### src/rtl/jtag_axi_txn_ctrl.sv
// JTAG-to-AXI transaction sequencer: runs one single-beat AXI4 read or write per
// JTAG command and reports the response, read data or timeout to the status DR.
module jtag_axi_txn_ctrl #(
  parameter int ADDR_WIDTH     = 32,
  parameter int DATA_WIDTH     = 32,
  parameter int TIMEOUT_CYCLES = 4096
) (
  input  logic                    tck,
  input  logic                    trstn,
  input  logic                    cmd_start,
  input  logic                    cmd_wr,
  input  logic [ADDR_WIDTH-1:0]   cmd_addr,
  input  logic [DATA_WIDTH-1:0]   cmd_wdata,
  input  logic [DATA_WIDTH/8-1:0] cmd_wstrb,
  input  logic [2:0]              cmd_size,
  output logic                    sts_busy,
  output logic                    sts_done,
  output logic [2:0]              sts_resp,
  output logic [DATA_WIDTH-1:0]   sts_rdata,
  output logic                    awvalid,
  input  logic                    awready,
  output logic [ADDR_WIDTH-1:0]   awaddr,
  output logic [2:0]              awsize,
  output logic [7:0]              awlen,
  output logic [1:0]              awburst,
  output logic [2:0]              awprot,
  output logic                    wvalid,
  input  logic                    wready,
  output logic [DATA_WIDTH-1:0]   wdata,
  output logic [DATA_WIDTH/8-1:0] wstrb,
  output logic                    wlast,
  input  logic                    bvalid,
  output logic                    bready,
  input  logic [1:0]              bresp,
  output logic                    arvalid,
  input  logic                    arready,
  output logic [ADDR_WIDTH-1:0]   araddr,
  output logic [2:0]              arsize,
  output logic [7:0]              arlen,
  output logic [1:0]              arburst,
  output logic [2:0]              arprot,
  input  logic                    rvalid,
  output logic                    rready,
  input  logic [DATA_WIDTH-1:0]   rdata,
  input  logic [1:0]              rresp,
  input  logic                    rlast
);

  localparam int STRB_WIDTH = DATA_WIDTH / 8;
  localparam int MAX_SIZE   = $clog2(STRB_WIDTH);
  localparam int TW         = (TIMEOUT_CYCLES < 2) ? 1 : $clog2(TIMEOUT_CYCLES + 1);
  localparam logic [TW-1:0] TIMER_LAST = (TIMEOUT_CYCLES == 0) ? '0 : TW'(TIMEOUT_CYCLES - 1);

  localparam logic [2:0] RESP_TIMEOUT  = 3'd4;
  localparam logic [2:0] RESP_REJECTED = 3'd5;
  localparam logic [2:0] RESP_PENDING  = 3'd7;

  typedef enum logic [2:0] {
    ST_IDLE, ST_WR_REQ, ST_WR_RESP, ST_RD_REQ, ST_RD_RESP, ST_ABORT
  } state_e;

  state_e                  state_q, state_d;
  logic                    is_wr_q;
  logic [ADDR_WIDTH-1:0]   addr_q;
  logic [DATA_WIDTH-1:0]   wdata_q;
  logic [STRB_WIDTH-1:0]   wstrb_q;
  logic [2:0]              size_q;
  logic                    aw_done_q, w_done_q, ar_done_q;
  logic [TW-1:0]           timer_q;
  logic                    reject_q;
  logic                    sts_done_q;
  logic [2:0]              sts_resp_q;
  logic [DATA_WIDTH-1:0]   sts_rdata_q;

  logic aw_hs, w_hs, ar_hs, in_txn, completion, timeout_hit;
  logic size_ok, accept, bad_size, busy_drop;
  logic unused_rlast;

  assign aw_hs       = awvalid & awready;
  assign w_hs        = wvalid & wready;
  assign ar_hs       = arvalid & arready;
  assign in_txn      = state_q inside {ST_WR_REQ, ST_WR_RESP, ST_RD_REQ, ST_RD_RESP};
  assign completion  = (state_q == ST_WR_RESP && bvalid) || (state_q == ST_RD_RESP && rvalid);
  // A real response arriving in the timeout cycle takes priority over the timeout.
  assign timeout_hit = (TIMEOUT_CYCLES != 0) && in_txn && (timer_q == TIMER_LAST) && !completion;
  assign size_ok     = cmd_size <= 3'(MAX_SIZE);
  assign accept      = (state_q == ST_IDLE) && cmd_start && size_ok;
  assign bad_size    = (state_q == ST_IDLE) && cmd_start && !size_ok;
  assign busy_drop   = (state_q != ST_IDLE) && cmd_start;
  assign unused_rlast = rlast;

  always_ff @(posedge tck or negedge trstn) begin
    if (!trstn) state_q <= ST_IDLE;
    else        state_q <= state_d;
  end

  always_comb begin
    // NOTE: every combinational output gets a default first so no path infers a latch.
    state_d = state_q;
    unique case (state_q)
      ST_IDLE:    if (accept) state_d = cmd_wr ? ST_WR_REQ : ST_RD_REQ;
      ST_WR_REQ: begin
        if (timeout_hit) state_d = ST_ABORT;
        else if ((aw_done_q || aw_hs) && (w_done_q || w_hs)) state_d = ST_WR_RESP;
      end
      ST_WR_RESP: begin
        if (bvalid)           state_d = ST_IDLE;
        else if (timeout_hit) state_d = ST_ABORT;
      end
      ST_RD_REQ: begin
        if (timeout_hit) state_d = ST_ABORT;
        else if (ar_hs)  state_d = ST_RD_RESP;
      end
      ST_RD_RESP: begin
        if (rvalid)           state_d = ST_IDLE;
        else if (timeout_hit) state_d = ST_ABORT;
      end
      // Drain the abandoned transaction; the slave may only respond once its requests are taken.
      ST_ABORT:   if (is_wr_q ? bvalid : rvalid) state_d = ST_IDLE;
      default:    state_d = ST_IDLE;
    endcase
  end

  always_comb begin
    awvalid = 1'b0;
    wvalid  = 1'b0;
    bready  = 1'b0;
    arvalid = 1'b0;
    rready  = 1'b0;
    unique case (state_q)
      ST_WR_REQ: begin
        awvalid = !aw_done_q;
        wvalid  = !w_done_q;
      end
      ST_WR_RESP: bready = 1'b1;
      ST_RD_REQ:  arvalid = 1'b1;
      ST_RD_RESP: rready = 1'b1;
      ST_ABORT: begin
        awvalid = is_wr_q && !aw_done_q;
        wvalid  = is_wr_q && !w_done_q;
        bready  = is_wr_q;
        arvalid = !is_wr_q && !ar_done_q;
        rready  = !is_wr_q;
      end
      default: ;
    endcase
  end

  always_ff @(posedge tck or negedge trstn) begin
    if (!trstn) begin
      is_wr_q     <= 1'b0;
      addr_q      <= '0;
      wdata_q     <= '0;
      wstrb_q     <= '0;
      size_q      <= '0;
      aw_done_q   <= 1'b0;
      w_done_q    <= 1'b0;
      ar_done_q   <= 1'b0;
      timer_q     <= '0;
      reject_q    <= 1'b0;
      sts_done_q  <= 1'b0;
      sts_resp_q  <= '0;
      sts_rdata_q <= '0;
    end else begin
      // NOTE: state registers use non-blocking assignments so every flop samples pre-edge values.
      sts_done_q <= 1'b0;
      if (accept) begin
        is_wr_q    <= cmd_wr;
        addr_q     <= cmd_addr;
        wdata_q    <= cmd_wdata;
        wstrb_q    <= cmd_wstrb;
        size_q     <= cmd_size;
        aw_done_q  <= 1'b0;
        w_done_q   <= 1'b0;
        ar_done_q  <= 1'b0;
        timer_q    <= '0;
        reject_q   <= 1'b0;
        sts_resp_q <= RESP_PENDING;
      end else begin
        if (aw_hs) aw_done_q <= 1'b1;
        if (w_hs)  w_done_q  <= 1'b1;
        if (ar_hs) ar_done_q <= 1'b1;
        if (in_txn && timer_q != '1) timer_q <= timer_q + 1'b1;
        if (busy_drop) reject_q <= 1'b1;
        if (bad_size) begin
          sts_resp_q <= RESP_REJECTED;
          sts_done_q <= 1'b1;
        end
        if (completion) begin
          if (state_q == ST_RD_RESP) sts_rdata_q <= rdata;
          sts_resp_q <= (reject_q || busy_drop) ? RESP_REJECTED
                      : {1'b0, (state_q == ST_WR_RESP) ? bresp : rresp};
          sts_done_q <= 1'b1;
        end else if (timeout_hit) begin
          sts_resp_q <= RESP_TIMEOUT;
          sts_done_q <= 1'b1;
        end
      end
    end
  end

  assign sts_busy  = (state_q != ST_IDLE);
  assign sts_done  = sts_done_q;
  assign sts_resp  = sts_resp_q;
  assign sts_rdata = sts_rdata_q;

  assign awaddr  = addr_q;
  assign awsize  = size_q;
  assign awlen   = 8'd0;
  assign awburst = 2'b01;
  assign awprot  = 3'b000;
  assign wdata   = wdata_q;
  assign wstrb   = wstrb_q;
  assign wlast   = 1'b1;
  assign araddr  = addr_q;
  assign arsize  = size_q;
  assign arlen   = 8'd0;
  assign arburst = 2'b01;
  assign arprot  = 3'b000;

endmodule

### config.mk
export PLATFORM = sky130hd
export DESIGN_NAME = jtag_axi_txn_ctrl
export DESIGN_NICKNAME = d
export VERILOG_FILES = /design/src/rtl/jtag_axi_txn_ctrl.sv
export SDC_FILE = /design/constraint.sdc
export NUM_CORES = 1
export LEC_CHECK = 0
export CAP_MARGIN = 0
export CORE_MARGIN = 10
export CORE_UTILIZATION = 40
export CTS_CLUSTER_DIAMETER = 150
export CTS_CLUSTER_SIZE = 14
export DETAILED_ROUTE_END_ITERATION = 10
export DONT_BUFFER_PORTS = 1
export PLACE_DENSITY = 0.65
export SLEW_MARGIN = 20
export SYNTH_ARGS = -nofsm -noshare
export SYNTH_HDL_FRONTEND = slang
export SYNTH_SLANG_ARGS = --single-unit
### constraint.sdc
create_clock -name tck -period 2.8 [get_ports tck]
set_input_delay 0.42 -clock tck [delete_from_list [all_inputs] [get_ports tck]]
set_output_delay 0.42 -clock tck [all_outputs]
set_load 0.01 [all_outputs]
==> reports/results.tsv, run 1 <==
stage	metric	value	unit
clock_network	CTS Buf Count	17	
sta	actual slew at the worst max-slew pin	0.6346	ns
sta	fmax	440.8	MHz
clock_network	htree depth	4	
detailed_routing	vias	3847	
detailed_routing	drt wl/cell	19.65	um
worst_setup_path	cells on worst reg2reg path	5	
clock_network	CTS tree	done	
power_and_ir_drop	Sequential Power Share	51.2	%
worst_hold_path	worst min path class	in2async	
clock_network	Worst-Skew Late Latency	0.41	ns
power_and_ir_drop	Switch Pwr	2.881	mW
floorplanning	FP Rows	44	
job	Max Cap Viol	0	
worst_setup_path	slowest stage cell, crit path	dfrtp_1	
sta	fin crit period	2.269	ns
floorplanning	die width	141.4	um
worst_setup_path	Critical Setup Path Class	reg2out	
grt	total gr overflow	0	
worst_setup_path	CP Data Required Time	2.38	ns
synthesis	#FFs+latches synth	128	
grt	first-pass GRT wire length	23160	um
worst_setup_path	crit-path max FO	13	
detailed_routing	met3 routed WL	1711	um
clock_network	Clock Tree Buf Depth	2	
worst_setup_path	critical path depth	3	
sta	Sum Neg Setup Slack	0	ns
sta	Worst slew margin	57.69	%
synthesis	Unique masters post-synth	50	
clock_network	post-cts resize count	0	
worst_setup_path	CP delay by family, top	simple AND/OR/NAND/NOR gates	
floorplanning	placeable core area	14480	sq um
place	hpwl dp	10900	um
floorplanning	I/O pins	292	
synthesis	EDFF count, synth	0	
synthesis	Mapped Area	5896	sq um
status	failing checks	hold timing	
grt	initial antenna violation count	1	
floorplanning	die area	20000	sq um
power_and_ir_drop	Gate power share	18.3	%
cells_and_area	most frequent cells in the layout	nand2_1, dfrtp_1, mux2_2	
sta	RSZ-0062 raised after global routing	no	
synthesis	sequential share of the synthesized area	54.33	%
clock_network	Post-CTS Setup Inserts	0	
detailed_routing	top routing layer in use	met4	
grt	vias in the first global route	4228	
status	status	finished with violations	
sta	Slew Limit Fails	0	
sta	Tcrit/Tclk final	81.03	%
detailed_routing	router iterations before antenna repair	4	
floorplanning	Initial Util	40.72	%
clock_network	clock slew at reported path FFs	0.06	ns
worst_setup_path	Worst R2R End	araddr[10]$_DFFE_PN0P_	
floorplanning	Die Y	141.4	um
synthesis	Top FF cell, synth	dfrtp_1	
synthesis	synth warn	0	
sta	PnR worst setup slack	0.5312	ns
worst_setup_path	CP Launch Type	register	
synthesis	asr flop ratio synth	100.0	%
clock_network	Clock Tree Root	clkbuf_16	
cells_and_area	Synth-to-Final Area Change	6.027	%
sta	Hold Slack	-0.2918	ns
grt	overall global routing resource usage	14.52	%
sta	skew final	0.007035	ns
worst_setup_path	r2r startpoint	state_q[2]$_DFFE_PN0P_	
worst_setup_path	Worst setup EP type	output port	
detailed_routing	met1 wire length	5261	um
detailed_routing	number of remaining DRC errors	0	
synthesis	Mapped Cells	598	
power_and_ir_drop	Switching Share	37.42	%
grt	pin count of the biggest net entering global routing	129	
power_and_ir_drop	PwrDens	1232	nW/um^2
power_and_ir_drop	Pint	4.819	mW
cells_and_area	Final #Nets	677	
cells_and_area	most common cell after layout, fill and taps aside	nand2_1	
sta	Final Hold Viols	128	
worst_setup_path	worst path bufs/invs	0	
power_and_ir_drop	peak supply drop	0.4813	mV
cells_and_area	share of layout cells above drive strength 1	14.19	%
worst_setup_path	Arrival @ worst endpoint	1.85	ns
detailed_routing	Detailed Route Iter0 Violations	208	
place	dpl ws	0.6927	ns
power_and_ir_drop	leak pwr	3.098	nW
sta	final setup fails	0	
place	gp weighted congestion	0.8101	
place	number of buffers added on ports	0	
worst_setup_path	Worst path max stage delay	0.51	ns
clock_network	# clock sinks	128	
worst_setup_path	r2r setup slk	0.71	ns
detailed_routing	Met2 Wirelength	7676	um
power_and_ir_drop	clock share of power	30.5	%
synthesis	Mean Syn Cell Area	9.859	sq um
detailed_routing	DRT antenna net count	0	
worst_setup_path	crit path cell chain	nand2b_1, or3_1, a21oi_1	
detailed_routing	Vias/cell	5.089	
detailed_routing	Routed WL	14850	um
power_and_ir_drop	total power	7.700	mW
==> power by group through the flow <==
stage | clock network, mW | registers (mW) | logic (mW)
global route | 2.49 | 4.09 | 1.63
finish | 2.35 | 3.94 | 1.41
global placement | 0 | 3.97 | 1.35
detailed placement | 0 | 3.99 | 1.45
floorplan | 0 | 3.52 | 1.72
CTS | 2.41 | 3.98 | 1.44
==> synth_stat cells, types with 2 or more instances <==
| master | number | share of area, % |
|---|---|---|
| nor3_1 | 4 | 0.34 |
| and3_1 | 8 | 0.85 |
| mux2i_1 | 4 | 0.68 |
| nand2b_1 | 3 | 0.32 |
| conb_1 | 2 | 0.13 |
| clkbuf_1 | 2 | 0.13 |
| o22ai_1 | 2 | 0.21 |
| a21o_1 | 2 | 0.25 |
| a22o_1 | 2 | 0.30 |
| buf_4 | 64 | 8.1 |
| nand4_1 | 2 | 0.21 |
| o21ai_0 | 4 | 0.34 |
| nand2_1 | 220 | 14 |
| buf_2 | 16 | 1.4 |
| inv_1 | 5 | 0.32 |
| xor2_1 | 9 | 1.3 |
| and2_1 | 2 | 0.21 |
| o2111ai_1 | 2 | 0.30 |
| nand3_1 | 5 | 0.42 |
| a211oi_1 | 2 | 0.25 |
| nand3b_1 | 3 | 0.38 |
| mux2_2 | 33 | 6.3 |
| o41ai_1 | 3 | 0.45 |
| o211ai_1 | 6 | 0.76 |
| or3_1 | 4 | 0.42 |
| buf_6 | 7 | 1.3 |
| a21oi_1 | 9 | 0.76 |
| nor2_1 | 24 | 1.5 |
| dfrtp_1 | 128 | 54 |
==> sequential cells by signal, indices dropped and copies added, names as in the netlist <==
signal     count
araddr        32
sts_done       1
ar_done_q      1
is_wr_q        1
sts_rdata     32
state_q        3
w_done_q       1
arsize         3
aw_done_q      1
sts_resp       3
timer_q       13
wstrb          4
reject_q       1
wdata         32
==> metal layers <==
metal	vias to the layer above	global-route usage (%)
met5	-	0
met4	0	4.734
met1	1869	14.72
met2	195	24.56
met3	16	8.445
li1	1767	-
==> worst max path at each step <==
stage / start / slack, ns / endpoint
floorplan: timer_q[0]$_DFFE_PN0P_ / 1.08 / state_q[1]$_DFFE_PN0P_
global placement: state_q[2]$_DFFE_PN0P_ / 0.75 / araddr[24]$_DFFE_PN0P_
detailed placement: state_q[2]$_DFFE_PN0P_ / 0.69 / araddr[24]$_DFFE_PN0P_
CTS: state_q[1]$_DFFE_PN0P_ / 0.52 / arvalid
global route: state_q[1]$_DFFE_PN0P_ / 0.43 / arvalid
finish: state_q[1]$_DFFE_PN0P_ / 0.53 / arvalid
==> final cells by class <==
| cell class | count | area [sq um] |
|---|---|---|
| clock inverter | 11 | 178.9 |
| inverter | 5 | 18.77 |
| clock buffer | 20 | 446.7 |
| multi-input combinational | 400 | 2118 |
| sequential | 128 | 3203 |
| antenna | 1 | 2.502 |
| fill | 1362 | 8228 |
| tap | 184 | 230.2 |
| timing repair buffer | 7 | 52.55 |
==> stage by stage <==
stage | area, sq um | hold WS, ns | cells | util, %
2_1_floorplan | 5989 | 0.1244 | 623 | -
3_3_place_gp | 5623 | 0.1329 | 724 | 38.84
3_5_place_dp | 5623 | 0.1300 | 724 | 38.84
4_1_cts | 6248 | -0.3136 | 755 | 43.16
5_1_grt | 6248 | -0.3110 | 755 | 43.16
6_report | 6251 | -0.2918 | 756 | 43.17
==> kinds of logic (layout without fill, tap and decap cells) <==
logic type      after synthesis  count (layout)  synth area share (%)
flops                       128             128                 54.33
buf+inv                      95              43                 11.38
other cells                   2              28                0.1274
fa+ha+maj                     1               1                0.2122
mux                          37              37                 6.982
compound gates               40              40                 4.775
xor+xnor                     10              10                 1.486
simple gates                285             285                 20.71
(Power assumes the default switching activity.)
==> run 2, diff against run 1 <==
==> constraint.sdc (replaced) <==
create_clock -name tck -period 2.18 [get_ports tck]
set_input_delay 0.327 -clock tck [delete_from_list [all_inputs] [get_ports tck]]
set_output_delay 0.327 -clock tck [all_outputs]
set_load 0.01 [all_outputs]
==> reports/results.tsv, run 2 (synthesis gave the netlist of run 1 again) <==
stage	metric	value	unit	change
clock_network	CTS Buf Count	17		unchanged
cells_and_area	Synth-to-Final Area Change	8.340	%	
detailed_routing	drt wl/cell	19.24	um	-2.1%
detailed_routing	number of remaining DRC errors	0		unchanged
clock_network	hold-fix buffers at CTS	8		
power_and_ir_drop	PwrDens	1545	nW/um^2	+25%
power_and_ir_drop	clock share of power	29.9	%	-0.6 points
detailed_routing	vias	3856		+0.23%
power_and_ir_drop	Switch Pwr	3.742	mW	+30%
floorplanning	FP Rows	44		unchanged
status	failing checks	hold timing		
grt	pin count of the biggest net entering global routing	129		unchanged
detailed_routing	Detailed Route Iter0 Violations	182		-13%
worst_setup_path	cells on worst reg2reg path	6		+1
job	Max Cap Viol	0		unchanged
power_and_ir_drop	Switching Share	37.93	%	+0.51 points
grt	overall global routing resource usage	14.35	%	-0.17 points
power_and_ir_drop	Sequential Power Share	50.8	%	-0.4 points
sta	Sum Neg Setup Slack	0	ns	unchanged
clock_network	clock slew at reported path FFs	0.06	ns	about the same
worst_setup_path	Worst path max stage delay	0.40	ns	-0.11 ns
clock_network	# clock sinks	128		unchanged
clock_network	Post-CTS Setup Inserts	0		unchanged
sta	fmax	479.9	MHz	
sta	Final Hold Viols	128		unchanged
clock_network	htree depth	4		unchanged
power_and_ir_drop	Gate power share	19.3	%	+1.0 points
grt	initial antenna violation count	1		unchanged
power_and_ir_drop	leak pwr	3.161	nW	+2.0%
worst_setup_path	Arrival @ worst endpoint	1.76	ns	-0.09 ns
clock_network	Clock Tree Root	clkbuf_16		
power_and_ir_drop	total power	9.866	mW	+28%
worst_setup_path	crit-path max FO	11		-2
worst_setup_path	r2r setup slk	0.27	ns	-0.44 ns
worst_setup_path	CP Data Required Time	1.85	ns	-0.53 ns
sta	skew final	0.006653	ns	-0.0003825 ns
floorplanning	Die Y	141.4	um	unchanged
place	hpwl dp	10650	um	-2.3%
clock_network	Worst-Skew Late Latency	0.41	ns	about the same
cells_and_area	post-route cell area	6387	sq um	+2.2%
cells_and_area	# fillers	1339		-1.7%
sta	Hold Slack	-0.3853	ns	-0.09357 ns
detailed_routing	Routed WL	14780	um	-0.52%
power_and_ir_drop	peak supply drop	0.5688	mV	+18%
sta	Tcrit/Tclk final	95.59	%	
grt	total gr overflow	0		unchanged
floorplanning	I/O pins	292		unchanged
place	number of buffers added on ports	0		unchanged
worst_setup_path	Worst R2R End	state_q[1]$_DFFE_PN0P_		
worst_setup_path	slowest stage cell, crit path	dfrtp_1		
power_and_ir_drop	Pint	6.124	mW	+27%
clock_network	Clock Tree Buf Depth	2		unchanged
cells_and_area	most frequent cells in the layout	nand2_1, dfrtp_1, mux2_2		
status	status	finished with violations		
place	gp weighted congestion	0.7966		-1.7%
sta	Slew Limit Fails	0		unchanged
floorplanning	die area	20000	sq um	unchanged
worst_setup_path	Critical Setup Path Class	reg2out		
worst_setup_path	Worst setup EP type	output port		
sta	fin crit period	2.084	ns	
grt	vias in the first global route	4114		-2.7%
worst_hold_path	worst min path class	in2async		
sta	RSZ-0062 raised after global routing	no		
floorplanning	Initial Util	40.72	%	unchanged
floorplanning	die width	141.4	um	unchanged
clock_network	CTS tree	done		
floorplanning	placeable core area	14480	sq um	unchanged
worst_setup_path	crit path cell chain	buf_4, nand2b_1, or3_1, a21oi_2		
worst_setup_path	r2r startpoint	timer_q[0]$_DFFE_PN0P_		
grt	first-pass GRT wire length	22670	um	-2.1%
place	placed cell areas	5683	sq um	+1.1%
detailed_routing	router iterations before antenna repair	4		unchanged
sta	final setup fails	0		unchanged
cells_and_area	Final #Nets	688		+1.6%
cells_and_area	share of layout cells above drive strength 1	15.09	%	+0.91 points
cells_and_area	most common cell after layout, fill and taps aside	nand2_1		
detailed_routing	Vias/cell	5.021		-1.3%
detailed_routing	DRT antenna net count	0		unchanged
worst_setup_path	CP Launch Type	register		
## run 2: cell types whose count changed in the layout (fill, tap and decap cells not counted), sizes merged
cell	before	now
clkinv	1	5
dlygate4sd3	0	8
clkbuf	20	18
bufinv	4	3
buf	7	10
## run 2: cell type report
| type | instances | area, sq um | share of cell area (%) |
|---|---|---|---|
| antenna | 1 | 2.502 | 0.03918 |
| clock buffer | 18 | 439.2 | 6.876 |
| clock inverter | 14 | 178.9 | 2.801 |
| inverter | 5 | 18.77 | 0.2938 |
| multi-input combinational | 400 | 2122 | 33.22 |
| sequential | 128 | 3203 | 50.15 |
| tap | 184 | 230.2 | 3.604 |
| timing repair buffer | 18 | 192.7 | 3.017 |
## run 2: how the worst max path moves through the flow
stage / slack [ns] / startpoint / end / cells past startpoint
after floorplan: 0.46 / timer_q[0]$_DFFE_PN0P_ / state_q[1]$_DFFE_PN0P_ / 7
after global placement: 0.35 / timer_q[0]$_DFFE_PN0P_ / state_q[1]$_DFFE_PN0P_ / 6
after detailed placement: 0.31 / timer_q[0]$_DFFE_PN0P_ / state_q[1]$_DFFE_PN0P_ / 6
after CTS: 0.05 / state_q[1]$_DFFE_PN0P_ / arvalid / 4
after global routing: 0.008 / state_q[1]$_DFFE_PN0P_ / arvalid / 4
final: 0.1 / state_q[1]$_DFFE_PN0P_ / arvalid / 4
## run 2: timing repair
action                                  4_1_cts  5_1_grt
resized for setup                             1        0
pin swaps                                     0        1
hold endpoints to repair                    136      128
endpoints found under the setup margin        1        1
## run 2: worst max-delay path, delay by kind of cell, from the launching register on
family / cells / cell delay, ns
flip-flops: 1 / 0.40
AND/OR/NAND/NOR: 2 / 0.53
buffers and inverters: 1 / 0.18
AO/OA/AOI/OAI: 1 / 0.24
## run 2: routing by layer
metal / routed length [um] / track usage [%] / part of all wire [%] / up-vias
met1: 5216 / 14.51 / 35 / 1866
met2: 7675 / 24.12 / 52 / 184
met4: 180 / 5.056 / 1.2 / 0
li1: - / - / - / 1790
met5: 0 / 0 / 0 / -
met3: 1702 / 8.378 / 12 / 16
## run 2: stage by stage
stage	std cells	utilization [%]	setup WS, ns
after global routing	767	44.10	0.007760
final	768	44.12	0.09616
after CTS	767	44.10	0.05080
after floorplan	623	-	0.4604
after global placement	727	39.25	0.3467
after detailed placement	727	39.25	0.3057
## run 2: power groups by stage
stage | Sequential (mW) | Combinational [mW] | Clock, mW
2_1_floorplan | 4.52 | 2.21 | 0
3_3_place_gp | 5.05 | 1.81 | 0
3_5_place_dp | 5.07 | 1.92 | 0
4_1_cts | 5.06 | 1.93 | 3.03
5_1_grt | 5.19 | 2.19 | 3.13
6_report | 5.01 | 1.90 | 2.95
